## config.mk

```make
export PLATFORM = sky130hd
export DESIGN_NAME = ysyx_041514_clint_flat
export DESIGN_NICKNAME = d
export VERILOG_FILES = /design/src/rtl/ysyx_041514_clint_if.sv /design/src/rtl/ysyx_041514_clint.sv /design/src/flat_wrapper.sv
export SDC_FILE = /design/constraint.sdc
export NUM_CORES = 1
export LEC_CHECK = 0
export BUFFER_PORTS_ARGS = -buffer_cell sky130_fd_sc_hd__buf_2
export CAP_MARGIN = 10
export CORE_AREA = 2 2 123 125
export DETAILED_ROUTE_END_ITERATION = 12
export DIE_AREA = 0 0 125 127
export PLACE_DENSITY_LB_ADDON = 0.15
export SLEW_MARGIN = 0
export SYNTH_ARGS = -nofsm -noshare
export SYNTH_HDL_FRONTEND = slang
export SYNTH_SLANG_ARGS = --single-unit
```

## constraint.sdc

```tcl
create_clock -name clk -period 6.85 [get_ports clk]
set_input_delay 1.0275 -clock clk [delete_from_list [all_inputs] [get_ports clk]]
set_output_delay 1.0275 -clock clk [all_outputs]
set_load 0.02 [all_outputs]
```

## src/rtl/ysyx_041514_clint_if.sv

```systemverilog
// Memory-stage CLINT access port: the mem stage is the master, the CLINT is the slave.
// The slave sees the request and returns the combinational read data in the same cycle.
interface ysyx_041514_clint_if;
  logic [31:0] clint_addr_i;
  logic        clint_valid_i;
  logic        clint_write_valid_i;
  logic [63:0] clint_wdata_i;
  logic [63:0] clint_rdata_o;

  modport master (
    output clint_addr_i,
    output clint_valid_i,
    output clint_write_valid_i,
    output clint_wdata_i,
    input  clint_rdata_o
  );

  modport slave (
    input  clint_addr_i,
    input  clint_valid_i,
    input  clint_write_valid_i,
    input  clint_wdata_i,
    output clint_rdata_o
  );
endinterface

```

## src/rtl/ysyx_041514_clint.sv

```systemverilog
// Machine timer (mtime/mtimecmp) with a prescaled tick and a registered timer interrupt.
// Reads are combinational from current state; writes commit on the clock edge.
module ysyx_041514_clint #(
  parameter logic [31:0] MTIME_ADDR    = 32'h0200_BFF8,
  parameter logic [31:0] MTIMECMP_ADDR = 32'h0200_4000,
  parameter int unsigned TICK_DIV      = 1,
  parameter logic [63:0] CMP_RST       = 64'hFFFF_FFFF_FFFF_FFFF
) (
  input  logic                       clk,
  input  logic                       rst,
  ysyx_041514_clint_if.slave         bus,
  output logic                       mtip_o,
  output logic [63:0]                mtime_o
);

  localparam int CNT_W = (TICK_DIV > 1) ? $clog2(TICK_DIV) : 1;

  logic [63:0]      mtime_q, mtime_d;
  logic [63:0]      mtimecmp_q, mtimecmp_d;
  logic [CNT_W-1:0] cnt_q, cnt_d;
  logic             mtip_q, mtip_d;

  logic hit_t, hit_c, wr_t, wr_c, tick;

  assign hit_t = bus.clint_valid_i && (bus.clint_addr_i == MTIME_ADDR);
  assign hit_c = bus.clint_valid_i && (bus.clint_addr_i == MTIMECMP_ADDR);
  assign wr_t  = hit_t && bus.clint_write_valid_i;
  assign wr_c  = hit_c && bus.clint_write_valid_i;
  assign tick  = (cnt_q == CNT_W'(TICK_DIV - 1));

  // Same-cycle stores are not forwarded: the mem stage sees the pre-edge value.
  assign bus.clint_rdata_o = hit_t ? mtime_q :
                             hit_c ? mtimecmp_q : 64'b0;

  always_comb begin
    mtime_d    = mtime_q;
    mtimecmp_d = mtimecmp_q;
    cnt_d      = cnt_q;
    if (wr_t) begin
      // A store to mtime wins over a coincident tick and restarts the period.
      mtime_d = bus.clint_wdata_i;
      cnt_d   = '0;
    end else if (tick) begin
      mtime_d = mtime_q + 64'd1;
      cnt_d   = '0;
    end else begin
      cnt_d   = cnt_q + CNT_W'(1);
    end
    if (wr_c) begin
      mtimecmp_d = bus.clint_wdata_i;
    end
    mtip_d = (mtime_q >= mtimecmp_q);
  end

  always_ff @(posedge clk or posedge rst) begin
    if (rst) begin
      mtime_q    <= 64'd0;
      mtimecmp_q <= CMP_RST;
      cnt_q      <= '0;
      mtip_q     <= 1'b0;
    end else begin
      mtime_q    <= mtime_d;
      mtimecmp_q <= mtimecmp_d;
      cnt_q      <= cnt_d;
      mtip_q     <= mtip_d;
    end
  end

  assign mtip_o  = mtip_q;
  assign mtime_o = mtime_q;

endmodule

```

## src/flat_wrapper.sv

```systemverilog
// flat-port wrapper written by rule: the top's interface ports become plain ports
module ysyx_041514_clint_flat 
#(
  parameter logic [31:0] MTIME_ADDR    = 32'h0200_BFF8,
  parameter logic [31:0] MTIMECMP_ADDR = 32'h0200_4000,
  parameter int unsigned TICK_DIV      = 1,
  parameter logic [63:0] CMP_RST       = 64'hFFFF_FFFF_FFFF_FFFF
)
  (clk, rst, mtip_o, mtime_o, bus_clint_addr_i, bus_clint_valid_i, bus_clint_write_valid_i, bus_clint_wdata_i, bus_clint_rdata_o);
  ysyx_041514_clint_if bus_i ();
  input  logic clk;
  input  logic rst;
  output logic mtip_o;
  output logic [63:0] mtime_o;
  input wire logic [$bits(bus_i.clint_addr_i)-1:0] bus_clint_addr_i;
  input wire logic [$bits(bus_i.clint_valid_i)-1:0] bus_clint_valid_i;
  input wire logic [$bits(bus_i.clint_write_valid_i)-1:0] bus_clint_write_valid_i;
  input wire logic [$bits(bus_i.clint_wdata_i)-1:0] bus_clint_wdata_i;
  output wire logic [$bits(bus_i.clint_rdata_o)-1:0] bus_clint_rdata_o;
  assign bus_i.clint_addr_i = bus_clint_addr_i;
  assign bus_i.clint_valid_i = bus_clint_valid_i;
  assign bus_i.clint_write_valid_i = bus_clint_write_valid_i;
  assign bus_i.clint_wdata_i = bus_clint_wdata_i;
  assign bus_clint_rdata_o = bus_i.clint_rdata_o;
  ysyx_041514_clint #(.MTIME_ADDR(MTIME_ADDR), .MTIMECMP_ADDR(MTIMECMP_ADDR), .TICK_DIV(TICK_DIV), .CMP_RST(CMP_RST)) u_core (.clk(clk), .rst(rst), .bus(bus_i), .mtip_o(mtip_o), .mtime_o(mtime_o));
endmodule
```

==> results of run 1 <==
[cell usage in the layout, fill, tap and decap left out, types with 22 or more instances in the layout]
master / instances
a21oi_1: 47
a22o_1: 65
dfrtp_1: 65
nand2_1: 74
inv_1: 66
xnor2_1: 22
nand4_1: 22
xor2_1: 40
dfstp_2: 64
ha_1: 65
nor2_1: 50
nand3_1: 39
mux2_2: 65
o21ai_0: 33
buf_2: 228
[through the flow]
step	setup slack [ns]	cells	util	area, sq um
4_1_cts	2.89	1269	0.709	10200
3_5_place_dp	2.88	1237	0.664	9580
6_report	2.88	1269	0.709	10200
5_1_grt	2.54	1269	0.709	10200
3_3_place_gp	2.94	1237	0.664	9580
2_1_floorplan	2.49	861	-	8320
[power groups by stage]
stage | clock [uW] | combinational (uW) | sequential (uW)
after floorplan | 0 | 13.2 | 776
after global placement | 0 | 52.9 | 776
after detailed placement | 0 | 53.6 | 776
after CTS | 992 | 53.8 | 764
after global routing | 1030 | 59.9 | 764
final | 986 | 52.9 | 764
[layout make-up]
| cell class | count | area [sq um] | area share |
|---|---|---|---|
| clock buffer | 22 | 484 | 0.0474 |
| clock inverter | 10 | 155 | 0.0152 |
| inverter | 67 | 254 | 0.0248 |
| multi-input combinational | 622 | 4600 | 0.450 |
| sequential | 129 | 3310 | 0.324 |
| tap | 184 | 230 | 0.0225 |
| timing repair buffer | 235 | 1190 | 0.117 |
[worst max-delay path, stage by stage]
cell and delay (ns):
buf_2 0.10, nor4b_1 0.29, nand3_1 0.19, nor4_2 0.25, buf_4 0.59, a22o_1 0.28
buf_2 0.17
[per-layer routing]
layer,global-route usage,wire length (um),vias up
li1,-,-,3499
met1,0.378,9900,3543
met2,0.468,10800,214
met3,0.0662,1280,27
met4,0.0765,334,0
met5,0,0,-
[cells by family (layout without fill, tap and decap cells)]
family,Yosys count,after routing
DFF,129,129
xor gates and xnor gates,62,62
AOI/OAI and AO/OA,175,175
adders and majority gates,65,65
buffers and inverters,110,334
and+or+nand+nor,255,255
muxes,65,65
[flip-flops by register name, indices dropped and copies added (netlist names)]
signal and count:
u_core.mtime_o 64, u_core.mtimecmp_q 64, u_core.mtip_o 1
[how the worst max path moves through the flow]
stage                          from                     endpoint  slack, ns  cells past startpoint
5_1_grt        bus_clint_addr_i[24]        bus_clint_rdata_o[17]       2.54                      7
3_3_place_gp   bus_clint_addr_i[24]        bus_clint_rdata_o[60]       2.94                      7
6_report       bus_clint_addr_i[21]        bus_clint_rdata_o[60]       2.88                      7
4_1_cts        bus_clint_addr_i[24]        bus_clint_rdata_o[17]       2.89                      7
3_5_place_dp   bus_clint_addr_i[24]        bus_clint_rdata_o[17]       2.88                      7
2_1_floorplan                   rst  u_core.mtime_o[0]$_DFF_PP0_       2.49                      1
==> flow_metrics.env, run 1 <==
export IMPL_synthTopCellsByCount="nand2_1 (76), inv_1 (67)"
export IMPL_diodes=0
export IMPL_synthAdderAreaFrac=0.0977
export IMPL_reg2reg_to="u_core.mtip_o$_DFF_PP0_"
export IMPL_yosysMostFrequentCell="nand2_1"
export IMPL_fin_setup_tns_ns=0
export IMPL_synth_seq_cells=129
export IMPL_synth_xor_area_frac=0.0653
export IMPL_critPathKind="in2out"
export IMPL_endpoint_kind="output pin"
export IMPL_syn_area_sq_mm=0.00832
export IMPL_hpwl_um=15500
export IMPL_initial_core_util=0.577
export IMPL_ctsHoldBuffers=0
export IMPL_core_area_sq_mm=0.0144
export IMPL_viasPerCell=5.74
export IMPL_final_antenna_net_count=0
export IMPL_tritoncts="yes"
export IMPL_clk_path_buf_depth=2
export IMPL_p_int_uw=1430
export IMPL_max_cap_violations=0
export IMPL_hold_ws_ns=0.579
export IMPL_tightest_slew_ns=1.06
export IMPL_synthCells=861
export IMPL_synth_compound_area_frac=0.142
export IMPL_outcome="complete, no violations"
export IMPL_yosysTopAreaCell="dfstp_2"
export IMPL_synth_top_area_share=0.202
export IMPL_port_buffers=228
export IMPL_antenna_found_initial=0
export IMPL_cts_sinks=129
export IMPL_dr_pass1_iters=5
export IMPL_path_clk_slew_ns=0.06
export IMPL_cts_root_buf="clkbuf_16"
export IMPL_clock_latency_ns=0.43
export IMPL_grt_max_degree=79
export IMPL_fin_crit_ns=3.97
export IMPL_fmax_mhz=252
export IMPL_track_usage=0.283
export IMPL_die_h_um=127
export IMPL_drive_gt1_frac=0.373
export IMPL_cts_resized=0
export IMPL_ir_drop_v=0.000163
export IMPL_ctsHtreeMaxLevel=4
export IMPL_synth_nets=1026
export IMPL_first_global_vias=7089
export IMPL_die_area_sq_mm=0.0159
export IMPL_synthMuxAreaShare=0.0880
export IMPL_routed_wl_um=22400
export IMPL_p_clk_frac=0.547
export IMPL_hold_viol=0
export IMPL_power_uw=1800
export IMPL_synth_seq_area_share=0.398
export IMPL_setup_viol=0
export IMPL_hp_start="u_core.mtime_o[0]$_DFF_PP0_"
export IMPL_fin_crit_sh=0.580
export IMPL_pin_count=229
export IMPL_r2r_start="u_core.mtimecmp_q[14]$_DFFE_PP1P_"
export IMPL_gp_congestion=0.793
export IMPL_n_fill_cell=1170
export IMPL_maxSlewHeadroom=0.288
export IMPL_die_w_um=125
export IMPL_hold_path_endpoint="u_core.mtime_o[0]$_DFF_PP0_"
export IMPL_rsz0062_at_grt="false"
export IMPL_seq_power_share=0.424
export IMPL_synthTopCellsByArea="dfstp_2 (20%), dfrtp_1 (20%), ha_1 (9.8%)"
export IMPL_vias=7283
export IMPL_async_flop_share=1.00
export IMPL_critPathMaxFanout=65
export IMPL_ys_flop_type="dfrtp_1"
export IMPL_arrival_ns=2.95
export IMPL_synth_simple_gate_area_frac=0.157
export IMPL_grt_ovfl_total=0
export IMPL_cts_setup_buffers=0
export IMPL_fin_skew_ns=0.0174
export IMPL_pwr_density_cell_mw_per_mm2=176
export IMPL_yosys_warnings=0
export IMPL_synth_edff_count=0
export IMPL_combPwrFrac=0.029
export IMPL_area_growth_pct=22.9
export IMPL_grt_pass1_wl_um=36200
export IMPL_num_rows=44
export IMPL_slew_viol_final=0
export IMPL_cp_start_kind="input pin"
export IMPL_required_ns=5.82
export IMPL_drc=0
export IMPL_leakagePower_uw=0.00491
export IMPL_nNetsFinal=1237
export IMPL_cts_made_buffers=17
export IMPL_reg2reg_slack_ns=4.26
export IMPL_syn_avg_cell_area_sq_um=9.67
export IMPL_min_path_cells=1
export IMPL_p_switching_uw=372
export IMPL_synth_top_family_by_area="simple AND/OR/NAND/NOR gates"
export IMPL_reg2reg_depth=8
export IMPL_p_sw_frac=0.206
export IMPL_wire_per_inst_um=17.6
export IMPL_drt_iter0_markers=486
export IMPL_hp_class="reg2reg"
export IMPL_synthDistinctLibCells=45
Note: power is estimated with default switching activity, not from simulation.
==> run 2, diff against run 1 <==
--- a/config.mk
+++ b/config.mk
@@ -7,9 +7,9 @@
 export LEC_CHECK = 0
 export BUFFER_PORTS_ARGS = -buffer_cell sky130_fd_sc_hd__buf_2
 export CAP_MARGIN = 10
-export CORE_AREA = 2 2 123 125
+export CORE_AREA = 2 2 128 130
 export DETAILED_ROUTE_END_ITERATION = 12
-export DIE_AREA = 0 0 125 127
+export DIE_AREA = 0 0 130 132
 export PLACE_DENSITY_LB_ADDON = 0.15
 export SLEW_MARGIN = 0
 export SYNTH_ARGS = -nofsm -noshare
==> constraint.sdc (replaced) <==
create_clock -name clk -period 4 [get_ports clk]
set_input_delay 0.6 -clock clk [delete_from_list [all_inputs] [get_ports clk]]
set_output_delay 0.6 -clock clk [all_outputs]
set_load 0.02 [all_outputs]
==> run 2 against run 1 <==
Against the previous run:
- cell area about the same
- critical path depth unchanged
- via count decreased by 0.70%
- first-iteration DRC count decreased by 20%
==> flow_metrics.env, run 2 (synthesis results as in run 1) <==
export IMPL_outcome="complete, no violations"
export IMPL_core_area_sq_mm=0.0157
export IMPL_dr_pass1_iters=6
export IMPL_fmax_mhz=343
export IMPL_wire_per_inst_um=17.2
export IMPL_clock_latency_ns=0.43
export IMPL_port_buffers=228
export IMPL_nNetsFinal=1236
export IMPL_drt_iter0_markers=387
export IMPL_clk_path_buf_depth=2
export IMPL_hp_class="in2async"
export IMPL_routed_wl_um=22400
export IMPL_critical_path_buf_inv_count=3
export IMPL_die_w_um=130
export IMPL_p_clk_frac=0.512
export IMPL_vias=7232
export IMPL_cts_setup_buffers=0
export IMPL_required_ns=3.40
export IMPL_cts_resized=0
export IMPL_area_growth_pct=22.8
export IMPL_fin_skew_ns=0.00966
export IMPL_num_rows=46
export IMPL_die_area_sq_mm=0.0172
export IMPL_layoutNonFillerInstCount=1300
export IMPL_setup_viol=0
export IMPL_tightest_slew_ns=1.10
export IMPL_fin_util=0.651
export IMPL_die_h_um=132
export IMPL_cts_made_buffers=17
export IMPL_drc=0
export IMPL_fin_crit_ns=2.92
export IMPL_track_usage=0.264
export IMPL_cts_root_buf="clkbuf_16"
export IMPL_p_switching_uw=611
export IMPL_cpPeakStageDelay_ns=0.37
export IMPL_crit_family="simple AND/OR/NAND/NOR gates"
export IMPL_critPathKind="in2out"
export IMPL_antenna_found_initial=2
export IMPL_path_clk_slew_ns=0.05
export IMPL_reg2reg_depth=8
export IMPL_ctsHtreeMaxLevel=4
export IMPL_tritoncts="yes"
export IMPL_ctsHoldBuffers=0
export IMPL_cts_sinks=129
export IMPL_fin_crit_sh=0.729
export IMPL_arrival_ns=2.32
export IMPL_seq_power_share=0.456
export IMPL_p_int_uw=2260
export IMPL_pin_count=229
export IMPL_grt_ovfl_total=0
export IMPL_combPwrFrac=0.032
export IMPL_fin_setup_tns_ns=0
export IMPL_grt_max_degree=67
export IMPL_first_global_vias=6916
export IMPL_final_antenna_net_count=0
export IMPL_cpMaxStageDelayCell="nor4_2"
export IMPL_crit_top_cell="buf_2"
export IMPL_critPathMaxFanout=65
export IMPL_endpoint_kind="output pin"
export IMPL_slew_viol_final=0
export IMPL_mostFrequentLayoutCells="buf_2 (228), nand2_1 (74), inv_1 (66)"
export IMPL_initial_core_util=0.530
export IMPL_layout_commonest_cell="buf_2"
export IMPL_leakagePower_uw=0.00489
export IMPL_dp_cells=1268
export IMPL_grt_pass1_wl_um=35600
export IMPL_path_cells="buf_2 -> nor4b_1 -> nand3_1 -> nor4_2 -> buf_12 -> a22o_1 -> buf_2"
export IMPL_pwr_density_cell_mw_per_mm2=281
export IMPL_max_cap_violations=0
export IMPL_maxSlewHeadroom=0.266
export IMPL_cp_start_kind="input pin"
export IMPL_hold_viol=0
export IMPL_viasPerCell=5.56
export IMPL_hpwl_um=15900
export IMPL_rsz0062_at_grt="false"
export IMPL_p_sw_frac=0.213
export IMPL_drive_gt1_frac=0.369
export IMPL_ir_drop_v=0.000286
export IMPL_gp_congestion=0.795
export IMPL_path_depth=7
-- run 2: final cells by class --
class	instances	area, sq um
Sequential cell	129	3310
Clock inverter	6	57.6
Antenna cell	1	2.50
Inverter	67	254
Clock buffer	25	495
Timing Repair Buffer	234	1240
Fill cell	1344	5490
Tap cell	216	270
Multi-Input combinational cell	622	4600
-- run 2: routing by layer --
| metal | GRT usage | share of wire | routed length (um) |
|---|---|---|---|
| met5 | 0 | 0 | 0 |
| met4 | 0.0723 | 0.013 | 285 |
| met3 | 0.0605 | 0.051 | 1140 |
| met2 | 0.430 | 0.48 | 10800 |
| met1 | 0.353 | 0.45 | 10200 |
-- run 2: worst paths after layout --
check                                                   from                           endpoint  slack [ns]
setup / recovery                        bus_clint_addr_i[21]              bus_clint_rdata_o[62]        1.08
hold / removal                                           rst       u_core.mtime_o[11]$_DFF_PP0_        0.33
setup reg to reg           u_core.mtimecmp_q[38]$_DFFE_PP1P_            u_core.mtip_o$_DFF_PP0_        1.40
hold reg to reg                  u_core.mtime_o[0]$_DFF_PP0_        u_core.mtime_o[0]$_DFF_PP0_        0.59
max in group asynchronous                                rst  u_core.mtimecmp_q[46]$_DFFE_PP1P_        2.77
min in group clk                        bus_clint_wdata_i[1]        u_core.mtime_o[1]$_DFF_PP0_        0.39
-- run 2: power groups by stage --
stage          logic [uW]  registers, uW  clock network (uW)
6_report             93.3           1310                1470
5_1_grt               105           1310                1560
4_1_cts              95.6           1310                1490
3_5_place_dp         95.2           1330                   0
3_3_place_gp         95.4           1330                   0
2_1_floorplan        22.7           1330                   0
-- run 2: through the flow --
step	hold WS [ns]	worst slack, ns	instance area (sq um)	power (uW)
6_report	0.329	1.08	10200	2870
5_1_grt	0.394	0.975	10200	2970
4_1_cts	0.372	1.05	10200	2890
3_5_place_dp	0.569	0.844	9670	1420
3_3_place_gp	0.577	0.897	9670	1420
2_1_floorplan	0.612	0.0649	8320	1350
==> run 3, diff against run 2 <==
--- a/config.mk
+++ b/config.mk
@@ -7,9 +7,9 @@
 export LEC_CHECK = 0
 export BUFFER_PORTS_ARGS = -buffer_cell sky130_fd_sc_hd__buf_2
 export CAP_MARGIN = 10
-export CORE_AREA = 2 2 128 130
+export CORE_AREA = 2 2 135 137
 export DETAILED_ROUTE_END_ITERATION = 12
-export DIE_AREA = 0 0 130 132
+export DIE_AREA = 0 0 137 139
 export PLACE_DENSITY_LB_ADDON = 0.15
 export SLEW_MARGIN = 0
 export SYNTH_ARGS = -nofsm -noshare
==> constraint.sdc (replaced) <==
create_clock -name clk -period 2.5 [get_ports clk]
set_input_delay 0.375 -clock clk [delete_from_list [all_inputs] [get_ports clk]]
set_output_delay 0.375 -clock clk [all_outputs]
set_load 0.02 [all_outputs]
==> run 3 against run 2 <==
Against the previous run:
- core utilization shrank 3.9 points
- sequential share of layout area shrank 1.7 points
- clock-buffer cell count shrank 5
- clock power grew 72%
- hold slack lost 0.16 ns
- sequential power grew 60%
- first-iteration DRC count shrank 13%
- worst setup slack lost 1.0 ns
- final cell count grew 4.7%
- global-route usage shrank 1.2 points
- clock skew grew 0.0029 ns
- cell area grew 5.6%
- largest power group unchanged
==> flow_metrics.env, run 3 (synthesis results as in run 1) <==
export IMPL_outcome="complete, no violations"
export IMPL_ctsHtreeMaxLevel=4
export IMPL_fin_crit_sh=0.974
export IMPL_cts_made_buffers=17
export IMPL_critPathKind="reg2reg"
export IMPL_core_area_sq_mm=0.0177
export IMPL_met3_usage=0.0570
export IMPL_drive_gt1_frac=0.407
export IMPL_required_ns=2.81
export IMPL_rsz0062_at_grt="true"
export IMPL_nNetsFinal=1284
export IMPL_reg2reg_depth=8
export IMPL_crit_start="u_core.mtimecmp_q[14]$_DFFE_PP1P_"
export IMPL_die_h_um=139
export IMPL_cts_root_buf="clkbuf_16"
export IMPL_gr_usage_met2=0.408
export IMPL_grt_ovfl_total=0
export IMPL_routed_wl_um=23600
export IMPL_layoutNonFillerInstCount=1361
export IMPL_fmax_mhz=411
export IMPL_cpPeakStageDelay_ns=0.58
export IMPL_path_cells="inv_1 -> ha_1 -> and4_4 -> nand2_1 -> or4_4 -> a31oi_4 -> a311oi_2 -> o31ai_1"
export IMPL_hpwl_um=17400
export IMPL_initial_core_util=0.471
export IMPL_maxSlewHeadroom=0.668
export IMPL_die_w_um=137
export IMPL_tritoncts="yes"
export IMPL_gp_congestion=0.872
export IMPL_num_rows=49
export IMPL_cts_sinks=129
export IMPL_endpoint_kind="flop"
export IMPL_mostFrequentLayoutCells="buf_2 (228), nand2_1 (74), inv_1 (66)"
export IMPL_area_growth_pct=29.7
export IMPL_drt_iter0_markers=337
export IMPL_design_area_sq_mm=0.0108
export IMPL_met1_usage=0.326
export IMPL_ir_drop_v=0.000455
export IMPL_setup_viol=0
export IMPL_viasPerCell=5.49
export IMPL_layout_commonest_cell="buf_2"
export IMPL_fin_skew_ns=0.0126
export IMPL_fin_crit_ns=2.43
export IMPL_cpMaxStageDelayCell="or4_4"
export IMPL_track_usage=0.252
export IMPL_power_uw=4780
export IMPL_pwr_density_cell_mw_per_mm2=443
export IMPL_drc=0
export IMPL_top_usage_layer="met2"
export IMPL_slew_viol_final=0
export IMPL_hp_class="in2reg"
export IMPL_n_fill_cell=1587
export IMPL_dr_pass1_iters=5
export IMPL_arrival_ns=2.75
export IMPL_final_antenna_net_count=0
export IMPL_r2r_start="u_core.mtimecmp_q[14]$_DFFE_PP1P_"
export IMPL_tightest_slew_ns=0.494
export IMPL_cp_start_kind="flop"
export IMPL_leakagePower_uw=0.00521
export IMPL_port_buffers=228
export IMPL_max_cap_violations=0
export IMPL_placed_cell_area_sq_mm=0.0101
export IMPL_pin_count=229
export IMPL_fin_setup_tns_ns=0
export IMPL_first_global_vias=7300
export IMPL_clock_latency_ns=0.42
export IMPL_vias=7468
export IMPL_dp_cells=1328
export IMPL_critPathMaxFanout=3
export IMPL_wire_per_inst_um=17.4
export IMPL_antenna_found_initial=2
export IMPL_clk_path_buf_depth=2
export IMPL_hp_start="bus_clint_wdata_i[27]"
export IMPL_path_clk_slew_ns=0.06
export IMPL_hold_viol=0
export IMPL_grt_max_degree=57
export IMPL_die_area_sq_mm=0.0190
export IMPL_min_path_cells=3
export IMPL_grt_pass1_wl_um=37600
==> run 3: layout make-up <==
type | count | area [sq um] | area share
Sequential cell | 129 | 3310 | 0.307
Inverter | 67 | 255 | 0.0237
Timing Repair Buffer | 282 | 1680 | 0.155
Tap cell | 229 | 287 | 0.0266
Multi-Input combinational cell | 622 | 4670 | 0.432
Clock buffer | 20 | 457 | 0.0423
Antenna cell | 1 | 2.50 | 0.000232
Clock inverter | 11 | 138 | 0.0128
==> run 3: layer usage <==
metal,vias to the layer above,part of all wire
li1,3613,-
met1,3581,0.44
met2,228,0.48
met3,44,0.056
met4,2,0.025
met5,-,0.00047
==> run 3: worst max-delay path, delay by kind of cell, from the launching register on <==
kind / cells / cell delay (ns)
flops: 1 / 0.54
simple gates: 3 / 0.90
fa+ha+maj: 1 / 0.30
compound gates: 3 / 0.54
buf+inv: 1 / 0.04
==> run 3: final timing paths <==
path                                                     end  slack [ns]
max in group asynchronous  u_core.mtimecmp_q[24]$_DFFE_PP1P_        1.30
hold reg to reg                  u_core.mtime_o[1]$_DFF_PP0_        0.62
min in group asynchronous       u_core.mtime_o[15]$_DFF_PP0_        0.47
hold / removal                  u_core.mtime_o[27]$_DFF_PP0_        0.17
setup / recovery                     u_core.mtip_o$_DFF_PP0_        0.07
setup reg to reg                     u_core.mtip_o$_DFF_PP0_        0.07
==> run 3: power breakdown <==
part           switching [uW]  internal (uW)
Sequential            0.00353           2090
Clock                     923           1600
Combinational            91.9           69.3
Total                    1010           3770
==> run 3: metrics by stage <==
step | worst slack (ns) | hold slack, ns | util
floorplan | 0.159 | 0.487 | -
global placement | -0.113 | 0.356 | 0.573
detailed placement | -0.132 | 0.366 | 0.573
CTS | 0.0246 | 0.157 | 0.609
global route | -0.0129 | 0.168 | 0.611
finish | 0.0658 | 0.173 | 0.611
==> run 3: repair_timing <==
item / in CTS / in global routing
buffers inserted: 0 / 0
hold buffers: 1 / 0
resized for setup: 6 / 7
pin swaps: 2 / 2
setup endpoints to repair: 1 / 20
endpoints found under the hold margin: 5 / 0
